`config.mk`:
```
export PLATFORM = sky130hd
export DESIGN_NAME = mole_controller
export DESIGN_NICKNAME = d
export VERILOG_FILES = /design/src/rtl/mole_controller.sv
export SDC_FILE = /design/constraint.sdc
export NUM_CORES = 1
export LEC_CHECK = 0
export BUFFER_PORTS_ARGS = -buffer_cell sky130_fd_sc_hd__clkbuf_2
export CAP_MARGIN = 20
export CORE_MARGIN = 10
export CORE_UTILIZATION = 44
export DETAILED_ROUTE_END_ITERATION = 16
export PLACE_DENSITY = 0.71
export SYNTH_ARGS = -nofsm -noshare
export SYNTH_HDL_FRONTEND = slang
export SYNTH_SLANG_ARGS = --single-unit
```
`constraint.sdc`:
```
create_clock -name clk -period 3.9 [get_ports clk]
set_clock_uncertainty 0.05 [all_clocks]
set_input_delay 0.78 -clock clk [delete_from_list [all_inputs] [get_ports clk]]
set_output_delay 0.78 -clock clk [all_outputs]
set_load 0.02 [all_outputs]
```
`src/rtl/mole_controller.sv`:
```
// rtl/mole_controller.sv - whack-a-mole sequencer: LFSR mole placement, show/gap timing, hit/miss counting.
// Optional MOLE_SPEEDUP_EN: each hit shrinks the visible window by WINDOW_STEP, floored at WINDOW_MIN.
module mole_controller #(
    parameter logic [7:0] LFSR_SEED   = 8'hA5,
    parameter int         WINDOW_INIT = 40,
    parameter int         WINDOW_MIN  = 10,
    parameter int         WINDOW_STEP = 2,
    parameter int         GAP_TICKS   = 5,
    parameter int         ROUNDS      = 32
) (
    input  logic       clk,
    input  logic       rst,
    input  logic       tick,
    input  logic       start,
    input  logic       guess_correct,
    input  logic       guess_wrong,
    output logic [2:0] mole_pos,
    output logic       mole_change,
    output logic       mole_visible,
    output logic [5:0] round_cnt,
    output logic [5:0] miss_cnt,
    output logic       game_over
);

    typedef enum logic [1:0] {IDLE, SHOW, GAP, OVER} state_t;

    localparam logic [7:0] GAP_LD   = 8'(GAP_TICKS);
    localparam logic [5:0] ROUNDS_C = 6'(ROUNDS);

    state_t     state_q, state_d;
    logic [7:0] lfsr_q, lfsr_d;
    logic [7:0] gap_cnt_q, gap_cnt_d;
    logic [7:0] show_cnt_q, show_cnt_d;
    logic [2:0] mole_pos_q, mole_pos_d;
    logic       mole_change_q, mole_change_d;
    logic       mole_visible_q, mole_visible_d;
    logic [5:0] round_cnt_q, round_cnt_d;
    logic [5:0] miss_cnt_q, miss_cnt_d;
    logic       game_over_q, game_over_d;
    logic [7:0] window_cur;
    logic [7:0] lfsr_step;
    logic [2:0] pos_raw;
    logic [2:0] pos_next;
    logic       unused_guess_wrong;

    // guess_wrong is informational only; the mole stays up regardless.
    assign unused_guess_wrong = guess_wrong;

    assign lfsr_step = {lfsr_q[6:0], lfsr_q[7] ^ lfsr_q[5] ^ lfsr_q[4] ^ lfsr_q[3]};
    assign pos_raw   = lfsr_step[2:0];
    assign pos_next  = (pos_raw == mole_pos_q) ? pos_raw + 3'd1 : pos_raw;

`ifdef MOLE_SPEEDUP_EN
    localparam logic [8:0] W_LIM = 9'(WINDOW_MIN + WINDOW_STEP);
    logic [7:0] window_q, window_d;

    always_comb begin
        window_d = window_q;
        if ((state_q == IDLE || state_q == OVER) && start) begin
            window_d = 8'(WINDOW_INIT);
        end else if (state_q == SHOW && guess_correct) begin
            window_d = ({1'b0, window_q} >= W_LIM) ? window_q - 8'(WINDOW_STEP) : 8'(WINDOW_MIN);
        end
    end

    always_ff @(posedge clk) begin
        if (rst) window_q <= 8'(WINDOW_INIT);
        else     window_q <= window_d;
    end

    assign window_cur = window_q;
`else
    localparam int UNUSED_CFG = WINDOW_MIN + WINDOW_STEP;
    assign window_cur = 8'(WINDOW_INIT);
`endif

    always_comb begin
        state_d       = state_q;
        lfsr_d        = lfsr_q;
        gap_cnt_d     = gap_cnt_q;
        show_cnt_d    = show_cnt_q;
        mole_pos_d    = mole_pos_q;
        mole_change_d = 1'b0;
        round_cnt_d   = round_cnt_q;
        miss_cnt_d    = miss_cnt_q;
        case (state_q)
            IDLE, OVER: begin
                if (start) begin
                    lfsr_d      = LFSR_SEED;
                    round_cnt_d = 6'd0;
                    miss_cnt_d  = 6'd0;
                    gap_cnt_d   = GAP_LD;
                    state_d     = GAP;
                end
            end
            GAP: begin
                if (tick) begin
                    if (gap_cnt_q <= 8'd1) begin
                        if (round_cnt_q == ROUNDS_C) begin
                            state_d = OVER;
                        end else begin
                            lfsr_d        = lfsr_step;
                            mole_pos_d    = pos_next;
                            mole_change_d = 1'b1;
                            round_cnt_d   = (round_cnt_q == 6'd63) ? 6'd63 : round_cnt_q + 6'd1;
                            show_cnt_d    = window_cur;
                            state_d       = SHOW;
                        end
                    end else begin
                        gap_cnt_d = gap_cnt_q - 8'd1;
                    end
                end
            end
            SHOW: begin
                // A hit wins over a timeout landing in the same cycle.
                if (guess_correct) begin
                    gap_cnt_d = GAP_LD;
                    state_d   = GAP;
                end else if (tick) begin
                    if (show_cnt_q <= 8'd1) begin
                        miss_cnt_d = (miss_cnt_q == 6'd63) ? 6'd63 : miss_cnt_q + 6'd1;
                        gap_cnt_d  = GAP_LD;
                        state_d    = GAP;
                    end else begin
                        show_cnt_d = show_cnt_q - 8'd1;
                    end
                end
            end
            default: state_d = IDLE;
        endcase
        mole_visible_d = (state_d == SHOW);
        game_over_d    = (state_d == OVER);
    end

    always_ff @(posedge clk) begin
        if (rst) begin
            state_q        <= IDLE;
            lfsr_q         <= LFSR_SEED;
            gap_cnt_q      <= 8'd0;
            show_cnt_q     <= 8'd0;
            mole_pos_q     <= 3'd0;
            mole_change_q  <= 1'b0;
            mole_visible_q <= 1'b0;
            round_cnt_q    <= 6'd0;
            miss_cnt_q     <= 6'd0;
            game_over_q    <= 1'b0;
        end else begin
            state_q        <= state_d;
            lfsr_q         <= lfsr_d;
            gap_cnt_q      <= gap_cnt_d;
            show_cnt_q     <= show_cnt_d;
            mole_pos_q     <= mole_pos_d;
            mole_change_q  <= mole_change_d;
            mole_visible_q <= mole_visible_d;
            round_cnt_q    <= round_cnt_d;
            miss_cnt_q     <= miss_cnt_d;
            game_over_q    <= game_over_d;
        end
    end

    assign mole_pos     = mole_pos_q;
    assign mole_change  = mole_change_q;
    assign mole_visible = mole_visible_q;
    assign round_cnt    = round_cnt_q;
    assign miss_cnt     = miss_cnt_q;
    assign game_over    = game_over_q;

endmodule

```
Word level (Yosys, flattened, before mapping)
Cells that the tools add are included.
- register bits: 44
- latch bits: 0
- bits in writable memories: 0
- ROM bits: 0
- output and inout port bits: 18
- logic and storage cells: 95
- memories kept: 0
- $add $sub $neg: 5
- $mul: 0
- divide/modulo/power cells: 0
- order comparisons: 2
- equal/unequal tests: 20
- shift-type cells: 0
- muxes and demuxes: 40
- bitwise operators: 7
- reductions and logical operators: 11
- operators by type and width (kind ; number):
    8-bit 2-to-1 mux ; 16
    6-bit 2-to-1 mux ; 9
    8-bit case mux with 2 select lines ; 2
    6-bit case mux with 2 select lines ; 2
    8-bit case mux with 3 select lines ; 1
    6-bit == test, second input constant ; 3
    2-bit inequality test, second input constant ; 9
    8-bit by 1-bit <= comparator with 1-bit output, second input constant ; 2
    8-bit by 1-bit subtractor with 8-bit output, second input constant ; 2
    5-bit AND reduction ; 3
    2-bit 2-to-1 mux ; 7
    6-bit by 1-bit adder with 6-bit output, second input constant ; 2
    7-bit AND reduction ; 1
    2-bit == test, second input constant ; 3
    3-bit inequality test, second input constant ; 2
    2-bit case mux with 3 select lines ; 1
    2-bit nonzero test ; 3
    2-bit by 1-bit == test with 1-bit output, second input constant ; 2
    1-bit NOT ; 4
    4-bit AND reduction ; 1
    4-bit OR reduction ; 1
    3-bit by 1-bit adder with 3-bit output, second input constant ; 1
    3-bit == test ; 1
    3-bit 2-to-1 mux ; 1
    other kinds (4) ; 6

Logic depth before layout (Yosys ltp)
- depth after elaboration: 7
- depth in mapped cells: 9
- mapped depth without buffers: 7

Least setup slack after synthesis
OpenSTA, ideal clock, no wires.
- path type: input port to flip-flop
- from: input port tick
- to: register mole_pos_q[0] (netlist: mole_pos[0])
- arrival time: 2.436 ns
- setup slack: 1.339 ns
- stages: 8
- cell sequence: clkbuf_1 > nand2_1 > or4_4 > buf_6 > or2_1 > buf_2 > or3_1 > a31oi_1
- word-level cells in the longest chain between the ends: 1
- ends and longest elaborated chain (element ; line ; source):
    from (decl) ; 13 ; input logic tick,
    4-bit AND reduction (no source line) ; n/a ;
    to (signal assigned) ; 152 ; mole_pos_q <= mole_pos_d;
    to (decl) ; 34 ; logic [2:0] mole_pos_q, mole_pos_d;
Every way passes these cells.
A chain may end at the register's enable or synchronous reset.

Worst setup path after layout
- from: register state_q[1]
- to: register show_cnt_q[3]
- word-level cells in the longest chain between the ends: 3
- ends and longest elaborated chain (element ; line ; source):
    from (decl) ; 30 ; state_t state_q, state_d;
    from (signal assigned) ; 148 ; state_q <= state_d;
    2-bit by 1-bit == test with 1-bit output / 2-bit == test (equally long branches) ; 86 ; case (state_q)
    2-bit inequality test (no source line) / 2-bit nonzero test (equally long branches) ; n/a ;
    7-bit AND reduction (no source line) ; n/a ;
    to (signal assigned) ; 151 ; show_cnt_q <= show_cnt_d;
    to (decl) ; 33 ; logic [7:0] show_cnt_q, show_cnt_d;
Parallel ways exist; a longest one is shown, timed or not.

==> metrics.md <==
| Metric | Value |
|---|---|
| Run status | completed |
| Diode insertion count for antenna repair | 0 |
| Detailed Place HPWL | 3.988 mm |
| Weighted congestion reported at the end of routability-driven placement | 0.8690 |
| Max-slew headroom | 0.4919 |
| Number of max-cap violations | 0 |
| Die boundary height | 94.60 um |
| Yosys cell types | 56 |
| Number of buffers created by CTS | 5 |
| DR vias | 2,210 |
| Die ar. | between 8000 and 9000 um2 |
| Number of instances in the synthesized netlist | 290 |
| Number of instances resized during post-cts repair | 0 |
| DR WL/cell | 14.62 um |
| Post-synth EDFFs | 0 |
| First-pass iteration count of the detailed router | 4 |
| Worst reg-to-reg path cell count | 7 |
| Placement Rows | 27 |
| Post-synthesis average cell area | approximately 8.4 um2 |
| Cell with the most instances after synthesis | sky130_fd_sc_hd__dfxtp_1 |
| Design Power | 1.547 mW |
| Most numerous cell on the critical path | sky130_fd_sc_hd__nand2_1 |
| Cell count along the critical path | 7 |
| Clock Latency Late Sink | 0.30 ns |
| Count of final setup violators | 0 |
| Number of nets with antenna violations after detailed routing | 0 |
| Highest net fanout along the worst path | 20 |
| Critical path, cell by cell | inv_1 > ha_1 > nor2b_1 > nand2_1 > a221oi_1 > nand2_1 > a32o_1 |
| Final slew viol count | 0 |
| Global-route total usage across every layer | 0.1272 |
| Finished Cell Area | 2713 um2 |
| Arrival time worst endpoint | ~2.8 ns |
| Ranking of synthesized cells by instance count | sky130_fd_sc_hd__dfxtp_1 (44), sky130_fd_sc_hd__nor2_1 (21), sky130_fd_sc_hd__inv_1 (18), sky130_fd_sc_hd__nand2_1 (17), sky130_fd_sc_hd__o21ai_0 (15) |
| Worst slack on hold paths | 0.4197 ns |
| Fin Setup TNS | 0 ns |
| Type of destination of the critical path | flop |
| Number of warning messages in the yosys log | 0 |
| # placed instances | 370 |
| Final Hold Violating Endpoints | 0 |
| Wire length of the first global-routing pass | 9.535 mm |
| Worst IR drop on VDD | 0.0002825 V |
| RSZ-0062 raised after global routing | false |
| Classification of the worst setup path | flop to flop |
| Clock sink count | 44 |
| Fin cells | 378 |
| Worst setup SP type | flop |
| Worst EP required | ~4 ns |
| Top area cells in the synthesized netlist | sky130_fd_sc_hd__dfxtp_1 (36%), sky130_fd_sc_hd__ha_1 (5.1%), sky130_fd_sc_hd__a211oi_1 (3.4%) |
| Clock tree root driver cell | sky130_fd_sc_hd__clkbuf_8 |
| Final period demand of the worst path | 2.676 ns |
| Instance count along the most critical hold path | 1 |
| Leakage power of the design | 1.050 nW |
| Count of state elements after synthesis | 44 |
| Async SR Flop Fraction | 0 |
| Synth Cell Area | 2449 um2 |
| Maximum number of pins on one net before global-route repair | 33 |
| Avg Vias per Cell | 5.847 |
| Die Wd | 94.60 um |
| CTS tree | built |
| Gr ovfl total | 0 |
| Maximum count of clock buffers along a single path | 2 |
| Total DRC errors in the routed layout | 0 |
| Post-route core utilization | 0.4987 |
| Number of design-rule violations left by the first detailed-router iteration | 136 |
| Clock transition at the registers of the reported paths | 0.09 ns |
| Initial antenna violation count | 0 |
| Largest area contributor in the synthesized netlist | sky130_fd_sc_hd__dfxtp_1 |
| Cell area after placement | 2591 um2 |
| CTS H-Tree Depth | 2 |
| Maximum clock frequency | 0.3737 GHz |
| CTS Hold Buffers Added | 0 |
| Num ports | 24 |
| Share of Yosys cell area claimed by the top area cell type | 0.3597 |
| Power density over the cells | 570.2 nW/um2 |
| Post-synthesis sequential area ratio | 0.3597 |
| Share of the cycle needed by the critical path after routing | 0.6861 |
| Fraction of final layout cells with drive strength greater than 1 | 0.1340 |
| Largest stage delay on the critical path | 0.62 ns |
| Worst path slowest cell | sky130_fd_sc_hd__a221oi_1 |
| Final setup slack of the worst path | 1.224 ns |
| Starting Density | 0.4502 |
| Buffers added on ports | 22 |
| Minimum setup slack after placement | 1.296 ns |
| Core Region | 5439 um2 |
| Net Count, Synth | 306 |
| Via count of the first global-routing pass | between 2,000 and 2,500 |
| Number of buffers and inverters on the critical path | 1 |
| Worst slew pin tran | roughly 0.76 ns |
| Detailed Route WL | 5.527 mm |
| Relative area change from synthesis to final layout | 10.78% |
| Tightest Hold Check Type | flop to flop |
| Largest delay contributor family on the critical path | compound AO/OA/AOI/OAI gates |
| Post-CTS Setup Bufs | 0 |
| Net total in the final layout | between 300 and 400 |
| Primary flip-flop cell chosen by synthesis mapping | sky130_fd_sc_hd__dfxtp_1 |
-- per-layer routing --
metal  part of all wire  GRT usage  up-vias
met1               0.49     0.1692     1028
li1                   -          -     1111
met2               0.44     0.1922       59
met4              0.020    0.05611        0
met5                  0          0        -
met3              0.050    0.02855       12
-- cell families after synthesis --
| group | share of synthesized area |
|---|---|
| simple gates | 0.2039 |
| fa+ha+maj | 0.05110 |
| flops | 0.3597 |
| buf+inv | 0.05416 |
| mux | 0.02095 |
| compound gates | 0.2795 |
| xor+xnor | 0.03066 |
-- worst register-to-register path: cells and delay by family, from the launching register on --
| kind | cells | cell delay [ns] |
|---|---|---|
| adder cells (fa/ha/maj) | 1 | 0.57 |
| AO/OA/AOI/OAI | 2 | 0.91 |
| flip-flops | 1 | 0.33 |
| AND/OR/NAND/NOR | 3 | 0.62 |
| buffers and inverters | 1 | 0.10 |
-- power breakdown --
group	total [mW]	internal (mW)	leakage (nW)	switching [mW]
Clock	0.374	0.210	0.0614	0.164
Combinational	0.616	0.247	0.632	0.369
Sequential	0.557	0.503	0.356	0.0539
Total	1.55	0.959	1.05	0.587
-- registers in the layout, summed over array words and instances (netlist names) --
signal        flops
show_cnt_q        8
mole_visible      1
lfsr_q            8
gap_cnt_q         8
round_cnt         6
game_over         1
mole_change       1
mole_pos          3
miss_cnt          6
state_q           2
-- path summary, 6_finish.rpt --
path | start | to | slack, ns
worst max-delay path | state_q[1]$_SDFF_PP0_ | show_cnt_q[3]$_SDFFE_PP0P_ | 1.22
worst min-delay path | lfsr_q[6]$_SDFFE_PP0P_ | lfsr_q[7]$_SDFFE_PP1P_ | 0.42
worst max register to register | state_q[1]$_SDFF_PP0_ | show_cnt_q[3]$_SDFFE_PP0P_ | 1.22
worst min register to register | lfsr_q[6]$_SDFFE_PP0P_ | lfsr_q[7]$_SDFFE_PP1P_ | 0.42
-- cell type report --
cell class | count | area (um2)
fill | 522 | 2726
multi-input combinational | 213 | 1435
sequential | 44 | 880.8
timing repair buffer | 23 | 117.6
tap | 72 | 90.09
clock buffer | 6 | 82.58
inverter | 18 | 67.56
clock inverter | 2 | 38.79
-- cell usage in the layout (no fill, tap or decap), types with 7 or more instances in the layout --
cell type and instances:
sky130_fd_sc_hd__a31oi_1 8, sky130_fd_sc_hd__nor2_1 21, sky130_fd_sc_hd__nand2_1 17, sky130_fd_sc_hd__inv_1 18, sky130_fd_sc_hd__clkbuf_2 22, sky130_fd_sc_hd__a211oi_1 11, sky130_fd_sc_hd__ha_1 10, sky130_fd_sc_hd__o21ai_0 15
sky130_fd_sc_hd__o31ai_1 7, sky130_fd_sc_hd__nor3_1 8, sky130_fd_sc_hd__a21oi_1 14, sky130_fd_sc_hd__nand3_1 8, sky130_fd_sc_hd__dfxtp_1 44
(Power assumes the default switching activity.)
